==> config.mk <==
export PLATFORM = sky130hd
export DESIGN_NAME = tri_bus_receiver
export DESIGN_NICKNAME = d
export VERILOG_FILES = /design/src/rtl/tri_bus_receiver.sv
export SDC_FILE = /design/constraint.sdc
export NUM_CORES = 1
export LEC_CHECK = 0
export ABC_AREA = 1
export CAP_MARGIN = 20
export CORE_MARGIN = 2
export CORE_UTILIZATION = 30
export DETAILED_ROUTE_END_ITERATION = 10
export PLACE_DENSITY = 0.46
export SLEW_MARGIN = 20
export SYNTH_ARGS = -nofsm -noshare
export SYNTH_HDL_FRONTEND = slang
export SYNTH_SLANG_ARGS = --single-unit
==> constraint.sdc <==
create_clock -name clk -period 2.4 [get_ports clk]
set_input_delay 0.36 -clock clk [delete_from_list [all_inputs] [get_ports clk]]
set_output_delay 0.36 -clock clk [all_outputs]
set_load 0.005 [all_outputs]
==> src/rtl/tri_bus_receiver.sv <==
`default_nettype none
// ============================================================================
//  Module   : tri_bus_receiver
//  Purpose  : Listener side of a shared tri-state bus segment. Waits one
//             settle cycle after the driver's strobe, samples the bus,
//             acknowledges over a four-phase handshake and queues the word
//             in a show-ahead FIFO for the local consumer.
//  Options  : TRI_BUS_FLOAT_CHECK_EN - reject words containing X/Z bits
//             (simulation-only 4-state check) and raise float_err.
//  Revision : 1.0 - initial release
// ============================================================================
module tri_bus_receiver #(
  parameter int WIDTH = 8,
  parameter int DEPTH = 4
) (
  input  logic                     clk,
  input  logic                     rst_n,
  input  logic [WIDTH-1:0]         bus_data,
  input  logic                     bus_strobe,
  output logic                     bus_ack,
  input  logic                     rd_en,
  output logic [WIDTH-1:0]         rd_data,
  output logic                     empty,
  output logic                     full,
  output logic [$clog2(DEPTH):0]   count,
  output logic                     overflow,
  input  logic                     clr_flags,
  output logic                     float_err
);

  localparam int c_ptr_w = $clog2(DEPTH);
  localparam int c_cnt_w = c_ptr_w + 1;
  localparam logic [c_cnt_w-1:0] c_full_count = c_cnt_w'(DEPTH);

  typedef enum logic [1:0] {
    ST_IDLE    = 2'b00,
    ST_SETTLE  = 2'b01,
    ST_CAPTURE = 2'b10,
    ST_ACK     = 2'b11
  } state_t;

  state_t                r_state;
  logic                  r_ack;
  logic [WIDTH-1:0]      r_mem [DEPTH];
  logic [c_ptr_w-1:0]    r_wr_ptr;
  logic [c_ptr_w-1:0]    r_rd_ptr;
  logic [c_cnt_w-1:0]    r_count;
  logic                  r_overflow;

  logic                  w_full;
  logic                  w_empty;
  logic                  w_cap_try;
  logic                  w_cap_go;
  logic                  w_stall;
  logic                  w_float;
  logic                  w_write;
  logic                  w_pop;

  assign w_full    = (r_count == c_full_count);
  assign w_empty   = (r_count == '0);
  // A capture attempt is any CAPTURE cycle where the driver still holds strobe.
  assign w_cap_try = (r_state == ST_CAPTURE) && bus_strobe;
  // Full blocks the handshake even if a pop frees a slot this same cycle.
  assign w_cap_go  = w_cap_try && !w_full;
  assign w_stall   = w_cap_try && w_full;

`ifdef TRI_BUS_FLOAT_CHECK_EN
  // Reduction XOR yields X whenever any bit is X or Z.
  assign w_float = ((^bus_data) === 1'bx);
`else
  assign w_float = 1'b0;
`endif

  assign w_write = w_cap_go && !w_float;
  assign w_pop   = rd_en && !w_empty;

  // Handshake sequencer: strobe -> settle -> capture -> ack until strobe drops.
  always_ff @(posedge clk or negedge rst_n) begin
    if (!rst_n) begin
      r_state <= ST_IDLE;
      r_ack   <= 1'b0;
    end else begin
      case (r_state)
        ST_IDLE: begin
          if (bus_strobe) r_state <= ST_SETTLE;
        end
        ST_SETTLE: begin
          r_state <= bus_strobe ? ST_CAPTURE : ST_IDLE;
        end
        ST_CAPTURE: begin
          if (!bus_strobe) begin
            r_state <= ST_IDLE;
          end else if (!w_full) begin
            r_ack   <= 1'b1;
            r_state <= ST_ACK;
          end
        end
        ST_ACK: begin
          if (!bus_strobe) begin
            r_ack   <= 1'b0;
            r_state <= ST_IDLE;
          end
        end
        default: begin
          r_ack   <= 1'b0;
          r_state <= ST_IDLE;
        end
      endcase
    end
  end

  // Storage array; contents are don't-care until written, so no reset.
  always_ff @(posedge clk) begin
    if (w_write) r_mem[r_wr_ptr] <= bus_data;
  end

  // Pointers wrap naturally because DEPTH is a power of two.
  always_ff @(posedge clk or negedge rst_n) begin
    if (!rst_n) begin
      r_wr_ptr <= '0;
      r_rd_ptr <= '0;
      r_count  <= '0;
    end else begin
      if (w_write) r_wr_ptr <= r_wr_ptr + 1'b1;
      if (w_pop)   r_rd_ptr <= r_rd_ptr + 1'b1;
      case ({w_write, w_pop})
        2'b10:   r_count <= r_count + 1'b1;
        2'b01:   r_count <= r_count - 1'b1;
        default: r_count <= r_count;
      endcase
    end
  end

  // Sticky stall flag; a new stall in the clearing cycle keeps it set.
  always_ff @(posedge clk or negedge rst_n) begin
    if (!rst_n) begin
      r_overflow <= 1'b0;
    end else if (w_stall) begin
      r_overflow <= 1'b1;
    end else if (clr_flags) begin
      r_overflow <= 1'b0;
    end
  end

`ifdef TRI_BUS_FLOAT_CHECK_EN
  logic r_float_err;

  // Sticky float flag; a new float in the clearing cycle keeps it set.
  always_ff @(posedge clk or negedge rst_n) begin
    if (!rst_n) begin
      r_float_err <= 1'b0;
    end else if (w_cap_go && w_float) begin
      r_float_err <= 1'b1;
    end else if (clr_flags) begin
      r_float_err <= 1'b0;
    end
  end

  assign float_err = r_float_err;
`else
  assign float_err = 1'b0;
`endif

  assign bus_ack  = r_ack;
  assign rd_data  = w_empty ? '0 : r_mem[r_rd_ptr];
  assign empty    = w_empty;
  assign full     = w_full;
  assign count    = r_count;
  assign overflow = r_overflow;

endmodule
`default_nettype wire

==> summary.md <==
| Metric | Value |
|---|---|
| Post-synth top area share | `0.490` |
| YS warnings | `0` |
| Number of remaining DRC errors | `0` |
| Setup tns final | `0 ps` |
| Row cnt | `29` |
| Comb pwr share | `0.403` |
| Die W | `approximately 85 µm` |
| Num CTS Buffers | `5` |
| Core Area | `6350 µm²` |
| Post-synth net total | `about 210` |
| First-pass GRT wire length | `between 6 and 7 mm` |
| Synth Area per Inst | `10.1 µm²` |
| Count leader, synth | `nand2_1` |
| Seq cells post-synth | `43` |
| NumNets Final | `~250` |
| Min Hold Slack | `418 ps` |
| Total gr overflow | `0` |
| Final Hold Fails | `0` |
| Share of layout cells above drive strength 1 | `0.0944` |
| Maximum clock path buffer count | `2` |
| Max VDD drop | `0.000425 V` |
| Lkg Pwr | `1.08 nW` |
| Initial drt markers | `66` |
| Reg2reg setup slack | `520 ps` |
| Clock power share | `0.213` |
| Final period utilization | `0.939` |
| Largest cells by area after synthesis | `edfxtp_1 (49%), dfrtp_1 (14%), nand2_1 (13%), inv_1 (6.3%), ha_1 (3.2%)` |
| Die height | `~85 µm` |
| WP data arrival | `1890 ps` |
| Max_cap viols | `0` |
| Root Buffer | `clkbuf_8` |
| Drt wl/cell | `around 13 µm` |
| First-pass DRT Iterations | `6` |
| GR Util All Layers | `0.118` |
| FF+latch area | `1240 µm²` |
| Area leader, netlist | `edfxtp_1` |
| Post-detail-place hpwl | `2.61 mm` |
| Clock skew | `6.25 ps` |
| ANT nets after route | `0` |
| Sequential Power Share | `0.384` |
| Number of global-route vias before repair | `around 1300` |
| Mapped cell area | `1960 µm²` |
| Initial Utilization | `0.309` |
| Ant diodes | `0` |
| CP Max Fanout | `9` |
| Fmax | `444 MHz` |
| Unrepaired setup endpoints after global routing | `no` |
| Initial antenna violation count | `0` |
| Max-slew headroom | `0.642` |
| Cell area after placement | `2340 µm²` |
| Largest net degree at the start of global routing | `18` |
| Power Density | `1060 nW/µm²` |
| Htree depth | `2` |
| Final Max Tran Viols | `0` |
| # IOs | `29` |
| DR vias/cell | `4.27` |
| IO Port Bufs | `27` |
| CTS tree | `done` |
| Die footprint | `7200 µm²` |
| Hold WC Path Type | `primary input to async pin` |
| Synth top cells by count | `nand2_1 (68), inv_1 (33), edfxtp_1 (32)` |
| Min Tclk post-route | `2250 ps` |
| Status | `finished clean` |
| Switch share | `0.335` |
| WL final | `just under 4 mm` |
| Async SR Flop Fraction | `0.256` |
| Number of synthesized flops with an enable pin | `32` |
| Post-synth cell types | `24` |
| Global placer's final weighted congestion | `0.708` |
| Cts-stage hold buffer count | `0` |
| Syn Inst Count | `195` |
| Worst EP required | `just over 2000 ps` |
| Area Growth Syn to Fin | `25.4%` |
| Final instance area | `approximately 2500 µm²` |
| Routed vias | `between 1000 and 1500` |
| Seq/Total Area, Yosys | `0.630` |
| WS Path Type | `flop to primary output` |
| Slew @ Worst Pin | `536 ps` |
| Reg clk slew, reported paths | `80 ps` |
| NetSw | `between 800 and 900 µW` |
| Internal | `1.73 mW` |
| Startpoint types | `flop` |
| Clk sinks | `43` |
| Critical Path End Type | `primary output` |
| # fillers | `638` |
| Ys flop type | `edfxtp_1` |
| # setup viols final | `0` |
| Clock Latency Late Sink | `290 ps` |
| Area of the multi-input gates | `around 550 µm²` |
layout by cell type (no fill, tap or decap):
cell	Yosys	final
fa_1	1	1
clkinvlp_4	0	1
a21oi_1	8	8
o21a_1	1	1
edfxtp_1	32	32
bufinv_16	0	1
inv_1	33	33
dfrtp_1	11	10
and3_1	1	1
nand3_2	1	1
clkbuf_8	0	5
clkinv_2	0	1
nor2_2	2	2
inv_4	1	1
conb_1	1	1
nand3_1	10	10
ha_1	5	5
xor2_1	2	2
nor2_1	7	7
nand2_1	68	68
dfrtp_2	0	1
o21ai_0	2	2
xnor2_1	2	2
buf_4	2	8
o22ai_1	1	1
clkinv_4	0	1
clkdlybuf4s50_1	0	27
final timing paths:
check / start / endpoint / depth (start not counted)
worst min-delay path: rst_n / r_wr_ptr[1] / 1
max in group asynchronous: rst_n / r_rd_ptr[0] / 1
worst min register to register: r_state[1] / r_state[1] / 1
worst max-delay path: count[0] / rd_data[1] / 5
min in group clk: r_state[1] / r_state[1] / 1
worst max register to register: count[0] / count[1] / 8
layout make-up:
cell class                      instances  share of cell area
Sequential cell                        43               0.503
Inverter                               35              0.0560
Multi-Input combinational cell        112               0.222
Clock buffer                            5              0.0280
Tap cell                               77              0.0392
Timing Repair Buffer                   35               0.134
Clock inverter                          3              0.0178
per-layer routing:
metal	vias to the layer above	wire, µm	global-route usage
li1	679	-	-
met1	619	1840	0.150
met2	20	1890	0.193
met3	6	100	0.0321
met4	0	65	0.0433
met5	-	0	0
cell families after synthesis:
family,after synthesis,synth area share
and+or+nand+nor,89,0.184
adders and majority gates,6,0.0421
AOI/OAI and AO/OA,12,0.0325
xor gates and xnor gates,4,0.0179
DFF,43,0.630
buffers and inverters,40,0.0918
other,1,0.00191
power groups by stage:
stage	registers (mW)	logic, mW	clock network [mW]
after global routing	1.02	1.19	0.614
after CTS	1.00	1.06	0.582
after floorplan	0.975	0.619	0
after detailed placement	1.01	1.05	0
after global placement	1.01	1.06	0
final	0.998	1.05	0.553
per-stage QoR:
step / setup slack (ps) / cells / utilization / power [mW]
floorplan: 626 / 195 / - / 1.59
global placement: 327 / 302 / 0.369 / 2.07
detailed placement: 346 / 302 / 0.369 / 2.07
CTS: 18.0 / 310 / 0.387 / 2.64
global route: 0.677 / 310 / 0.387 / 2.82
finish: 147 / 310 / 0.387 / 2.60
state kept, by name, indices dropped and copies added, names as in the netlist:
signal    flops
bus_ack       1
count         3
overflow      1
r_mem        32
r_rd_ptr      2
r_state       2
r_wr_ptr      2
timing repair:
action | 4_1_cts | 5_1_grt
resized for setup | 0 | 2
setup endpoints to repair | 0 | 8
buffers inserted | 0 | 0
critical path, stage by stage (launching register included):
cell,delay [ps]
dfrtp_1,420
nor2_2,80
nand2_1,120
clkinvlp_4,240
a21oi_1,210
clkdlybuf4s50_1,540
(Power assumes the default switching activity.)
